File: config.mk
export PLATFORM = sky130hd
export DESIGN_NAME = twiddle_mult
export DESIGN_NICKNAME = d
export VERILOG_FILES = /design/src/rtl/twiddle_mult.sv
export SDC_FILE = /design/constraint.sdc
export NUM_CORES = 1
export LEC_CHECK = 0
export ABC_AREA = 1
export ABC_CLOCK_PERIOD_IN_PS = 10400
export CAP_MARGIN = 20
export CORE_MARGIN = 1.5
export CORE_UTILIZATION = 50
export DETAILED_ROUTE_END_ITERATION = 6
export DONT_BUFFER_PORTS = 1
export SLEW_MARGIN = 30
export SYNTH_ARGS = -nofsm -noshare
export SYNTH_HDL_FRONTEND = slang
export SYNTH_SLANG_ARGS = --single-unit
File: constraint.sdc
create_clock -name clk -period 10.4 [get_ports clk]
set_input_delay 0.52 -clock clk [delete_from_list [all_inputs] [get_ports clk]]
set_output_delay 0.52 -clock clk [all_outputs]
set_load 0.1 [all_outputs]
File: src/rtl/twiddle_mult.sv
// ============================================================================
// Module      : twiddle_mult
// Description : Radix-2^2 inter-stage twiddle multiplier, 3-cycle pipeline.
// Revision    : 1.0 - initial release
// ============================================================================
`default_nettype none

module twiddle_mult #(
  parameter int N        = 64,
  parameter int WIDTH    = 8,
  parameter int TW_WIDTH = 8
) (
  input  logic                    clk,
  input  logic                    rst,
  input  logic                    enable_in,
  input  logic signed [WIDTH-1:0] in_re,
  input  logic signed [WIDTH-1:0] in_im,
  output logic                    enable_out,
  output logic signed [WIDTH-1:0] out_re,
  output logic signed [WIDTH-1:0] out_im
);

  localparam int  c_mw     = $clog2(N);
  localparam int  c_pw     = c_mw - 2;
  localparam int  c_prod_w = WIDTH + TW_WIDTH;
  localparam int  c_sum_w  = WIDTH + TW_WIDTH + 1;
  localparam int  c_tw_max = 2**(TW_WIDTH-1) - 1;
  localparam real c_pi     = 3.14159265358979323846;

  localparam logic signed [c_sum_w-1:0] c_round  = c_sum_w'(2**(TW_WIDTH-2));
  localparam logic signed [c_sum_w-1:0] c_sat_hi = c_sum_w'(2**(WIDTH-1) - 1);
  localparam logic signed [c_sum_w-1:0] c_sat_lo = c_sum_w'(-(2**(WIDTH-1)));

  function automatic int round_r(input real x);
    return (x >= 0.0) ? $rtoi(x + 0.5) : -$rtoi(0.5 - x);
  endfunction

  function automatic logic signed [WIDTH-1:0] sat(input logic signed [c_sum_w-1:0] x);
    if (x > c_sat_hi)      return c_sat_hi[WIDTH-1:0];
    else if (x < c_sat_lo) return c_sat_lo[WIDTH-1:0];
    else                   return x[WIDTH-1:0];
  endfunction

  // Coefficient ROM, fully resolved at elaboration
  logic signed [TW_WIDTH-1:0] w_tw_re [N];
  logic signed [TW_WIDTH-1:0] w_tw_im [N];

  for (genvar g = 0; g < N; g++) begin : g_tw
    localparam int c_re = round_r($cos(2.0 * c_pi * g / N) * c_tw_max);
    localparam int c_im = round_r(-$sin(2.0 * c_pi * g / N) * c_tw_max);
    assign w_tw_re[g] = TW_WIDTH'(c_re);
    assign w_tw_im[g] = TW_WIDTH'(c_im);
  end

  logic [c_mw-1:0] r_m;
  logic [1:0]      w_q;
  logic [1:0]      w_qbr;
  logic [c_pw-1:0] w_p;
  logic [c_mw-1:0] w_e;

  assign w_q   = r_m[c_mw-1 -: 2];
  assign w_p   = r_m[c_pw-1:0];
  // bit-reversing the quarter index gives 0,2,1,3
  assign w_qbr = {w_q[0], w_q[1]};
  assign w_e   = c_mw'(w_qbr) * c_mw'(w_p);

  logic                    r_v1, r_byp1;
  logic [c_mw-1:0]         r_e1;
  logic signed [WIDTH-1:0] r_re1, r_im1;

  logic                    r_v2, r_byp2;
  logic signed [WIDTH-1:0] r_re2, r_im2;
  logic signed [c_prod_w-1:0] r_p_rr, r_p_ii, r_p_ri, r_p_ir;

  logic signed [c_prod_w-1:0] w_xr, w_xi, w_wr, w_wi;
  assign w_xr = c_prod_w'(r_re1);
  assign w_xi = c_prod_w'(r_im1);
  assign w_wr = c_prod_w'(w_tw_re[r_e1]);
  assign w_wi = c_prod_w'(w_tw_im[r_e1]);

  logic signed [c_sum_w-1:0] w_sr, w_si, w_shr, w_shi;
  assign w_sr  = c_sum_w'(r_p_rr) - c_sum_w'(r_p_ii) + c_round;
  assign w_si  = c_sum_w'(r_p_ri) + c_sum_w'(r_p_ir) + c_round;
  assign w_shr = w_sr >>> (TW_WIDTH-1);
  assign w_shi = w_si >>> (TW_WIDTH-1);

  always_ff @(posedge clk) begin
    if (rst) begin
      r_m        <= '0;
      r_v1       <= 1'b0;
      r_byp1     <= 1'b0;
      r_e1       <= '0;
      r_re1      <= '0;
      r_im1      <= '0;
      r_v2       <= 1'b0;
      r_byp2     <= 1'b0;
      r_re2      <= '0;
      r_im2      <= '0;
      r_p_rr     <= '0;
      r_p_ii     <= '0;
      r_p_ri     <= '0;
      r_p_ir     <= '0;
      enable_out <= 1'b0;
      out_re     <= '0;
      out_im     <= '0;
    end else begin
      r_m    <= enable_in ? r_m + c_mw'(1) : '0;

      r_v1   <= enable_in;
      r_byp1 <= (w_e == '0);
      r_e1   <= w_e;
      r_re1  <= in_re;
      r_im1  <= in_im;

      r_v2   <= r_v1;
      r_byp2 <= r_byp1;
      r_re2  <= r_re1;
      r_im2  <= r_im1;
      r_p_rr <= w_xr * w_wr;
      r_p_ii <= w_xi * w_wi;
      r_p_ri <= w_xr * w_wi;
      r_p_ir <= w_xi * w_wr;

      enable_out <= r_v2;
      if (!r_v2) begin
        out_re <= '0;
        out_im <= '0;
      end else if (r_byp2) begin
        out_re <= r_re2;
        out_im <= r_im2;
      end else begin
        out_re <= sat(w_shr);
        out_im <= sat(w_shi);
      end
    end
  end

endmodule

`default_nettype wire
==> impl_results.md <==
* Hold-fix buffers, CTS at 0
* Max-slew violations at 0
* Largest net degree at the start of global routing at 72
* Worst reg2reg startpoint: r_e1[1]$_SDFF_PP0_
* Vias post-DR at 13428
* Clk_lat worst skew at 0.45 ns
* CP peak stage delay at 0.77 ns
* Wirelength per Cell at 15.7 um
* Unrepaired setup endpoints after global routing: false
* H-tree lvl count at 4
* Area of the multi-input gates at 11800 um2
* Cell Count, Final, Fillers Out at 2634
* Post-Route WL at 41500 um
* Critical path peak fanout at 11
* Maximum VDD drop at 0.174 mV
* Sequential share of power at 0.234
* Syn Nets at 2633
* Startpoint types: flop
* CTS Sinks at 129
* CP Data Required Time at 10.78 ns
* Comb pwr share at 0.548
* Setup crit start: r_e1[1]$_SDFF_PP0_
* Top FF cell, synth: dfxtp_1
* Async set or reset register ratio after synthesis at 0
* GRT Util Overall at 0.264
* Layout cells sized above 1 at 0.0470
* Yosys top cell by area: fa_1
* CP Capture Point: r_p_ri[14]$_SDFF_PP0_
* Slowest cell on crit path: fa_1
* Tcrit/Tclk final at 0.617
* #FFs+latches synth at 129
* Final GP Congestion at 0.877
* Clock share of power at 0.218
* Ys Warns at 0
* Vias in the first global route at 13575
* Worst-margin pin slew at 0.962 ns
* Root buffer cell: clkbuf_16
* Endpoints failing setup at 0
* Core ar. at 32800 um2
* N_diodes at 0
* Final setup margin at 3.98 ns
* Kind of critical path: flop to flop
* Post_cts resized at 0
* Total CTS buffers at 17
* HPWL after DPL at 33500 um
* Status: finished clean
* Detailed-router iteration count before antenna repair at 5
* Die width at 186 um
* Antenna-violating nets left at 0
* Reg2Reg Depth at 25
* Postcts setup bufs at 0
* EDFF count, synth at 0
* Net count, final at 2605
* Reg clk slew, reported paths at 0.07 ns
* Cell repeated most along the worst path: inv_1
* Synthesized instance count at 2207
* CTS tree: built
* Initial antenna violation count at 0
* Fin Setup TNS at 0 ns
* Worst clock skew at 0.00804 ns
* Endpoints failing hold at 0
* Top-area cell type share of the netlist area at 0.264
* Syn avg cell area at 7.59 um2
* Netlist cell types at 56
* Register area at 2580 um2
* Crit Reg-Reg Endpoint: r_p_ri[14]$_SDFF_PP0_
* Total of max-cap violations at 0
* Pint at 0.00138 W
* DRC at 0
* Clock buffer depth at 2
* Vias/cell at 5.10
* Critical path capture point type: flop
* PwrDens at 151 nW/um2
* NetSw at 0.00127 W
* Sw frac at 0.480
* Layout fillers at 3198
* Placed insts at 2602
* LEAKAGE at 9.11 nW
* Area Growth Syn to Fin at 5.20%
* Seq/Total Area, Yosys at 0.154
* CP Data Arrival Time at 6.80 ns
* Synth top area cells: fa_1, dfxtp_1, ha_1
* Min-delay worst type: input port to flop
* Die area at 34600 um2
* DRC marker count from the first detailed-route iteration at 943
* First-pass GRT wire length at 70000 um
* Worst hold margin at 0.143 ns
* Die Y at 186 um
* Final min period at 6.42 ns
* Highest Clock Rate at 156 MHz
* Setup slack, reg-to-reg at 3.98 ns
* Gr ovfl total at 0
* Mapped Area at 16800 um2
* IO Pins at 36
* Initial Util at 0.511
* Slew Limit Headroom at 0.359
* Pre-CTS setup slack at 3.99 ns
* PortBufs at 0
* Cell Rows at 66
## power groups by stage
| stage | registers [W] | logic [W] | clock network [W] |
|---|---|---|---|
| 3_5_place_dp | 0.000630 | 0.00145 | 0 |
| 4_1_cts | 0.000619 | 0.00146 | 0.000595 |
| 5_1_grt | 0.000625 | 0.00169 | 0.000617 |
| 6_report | 0.000620 | 0.00146 | 0.000579 |
| 2_1_floorplan | 0.000610 | 0.00110 | 0 |
| 3_3_place_gp | 0.000630 | 0.00143 | 0 |
## final cells by class
type                    instances  area share
clock inverters                14     0.00689
repair buffers                  5     0.00213
clock buffers                  18      0.0243
multi-input cells            1455       0.667
inverters                     571       0.122
well taps                     442      0.0314
flip-flops and latches        129       0.147
## synthesized netlist by cell type, types with 4 or more instances
| library cell | instances |
|---|---|
| buf_2 | 13 |
| inv_2 | 9 |
| o21ai_0 | 81 |
| o21a_1 | 4 |
| o21ai_1 | 10 |
| a21oi_1 | 114 |
| fa_1 | 221 |
| nand4_1 | 5 |
| nand3_2 | 10 |
| nor2_1 | 279 |
| clkbuf_1 | 29 |
| clkinv_1 | 10 |
| ha_1 | 186 |
| nand3_1 | 48 |
| o211ai_1 | 6 |
| a31oi_1 | 4 |
| nand2_1 | 332 |
| nor3_1 | 19 |
| nand3b_1 | 4 |
| nor2_2 | 15 |
| o22ai_1 | 18 |
| inv_1 | 551 |
| dfxtp_1 | 129 |
| buf_6 | 6 |
| xor2_1 | 16 |
| xnor2_1 | 21 |
| or2_2 | 4 |
| o21bai_1 | 9 |
| a21o_1 | 5 |
| nor2_4 | 13 |
## stage by stage
step           cell area (um2)  utilization  power (W)
4_1_cts                  17600        0.538    0.00267
5_1_grt                  17600        0.538    0.00294
3_3_place_gp             17100        0.521    0.00206
2_1_floorplan            16800            -    0.00171
3_5_place_dp             17100        0.521    0.00208
6_report                 17600        0.538    0.00266
## worst min-delay path by stage
stage                   startpoint                    to  depth (start not counted)
2_1_floorplan    r_byp1$_SDFF_PP0_     r_byp2$_SDFF_PP0_                          2
3_3_place_gp   r_re2[7]$_SDFF_PP0_  out_re[7]$_SDFF_PP0_                          2
3_5_place_dp   r_re2[7]$_SDFF_PP0_  out_re[7]$_SDFF_PP0_                          2
4_1_cts                        rst  r_p_ir[5]$_SDFF_PP0_                          1
5_1_grt                        rst   r_im2[2]$_SDFF_PP0_                          1
6_report                       rst   r_im2[1]$_SDFF_PP0_                          1
## flip-flops by register name, summed over array words and instances (netlist names), 6 cells and up
name,cells
r_re2,8
r_im2,8
r_re1,8
r_p_ir,16
r_p_ii,16
r_e1,6
r_im1,8
r_p_rr,16
r_p_ri,16
out_re,8
r_m,6
out_im,8
## logic make-up (layout without fill, tap and decap cells)
| family | count (synthesis) | after routing | synth area share |
|---|---|---|---|
| DFF | 129 | 129 | 0.154 |
| adders and majority gates | 407 | 407 | 0.403 |
| xor gates and xnor gates | 37 | 37 | 0.0193 |
| AOI/OAI and AO/OA | 269 | 269 | 0.0905 |
| muxes | 1 | 1 | 0.000597 |
| buffers and inverters | 623 | 608 | 0.145 |
| and+or+nand+nor | 741 | 741 | 0.188 |
## layout by cell type, fill, tap and decap left out, types with 3 or more instances in the layout
master,instances
xor2_1,16
nand3_2,10
o21ai_1,10
o21ai_0,81
nand2_1,332
nor2_1,279
fa_1,221
o22ai_1,18
o21bai_1,9
inv_6,5
ha_1,186
o21a_1,4
nor3_1,19
dfxtp_1,129
a21oi_1,114
xnor2_1,21
clkinv_1,10
clkinvlp_4,4
nor2_2,15
buf_4,5
o211ai_1,6
inv_1,551
a31oi_1,4
clkbuf_16,17
nand3b_1,4
or2_2,5
nand4_1,5
inv_2,9
nor2_4,13
a21o_1,5
inv_8,3
nand3_1,48
o2111ai_1,3
## metal layers
layer / share of wire / global-route usage / wire length [um]
met1: 0.46 / 0.362 / 19100
met2: 0.45 / 0.426 / 18800
met3: 0.065 / 0.0450 / 2680
met4: 0.021 / 0.0755 / 857
met5: 0 / 0.00741 / 0
## worst max-delay path, delay by kind of cell (launching register included)
family	cells	cell delay [ns]
fa+ha+maj	6	3.05
simple gates	9	1.78
buf+inv	7	0.61
flops	1	0.53
compound gates	3	0.35
Power figures use the tool's default switching activity.
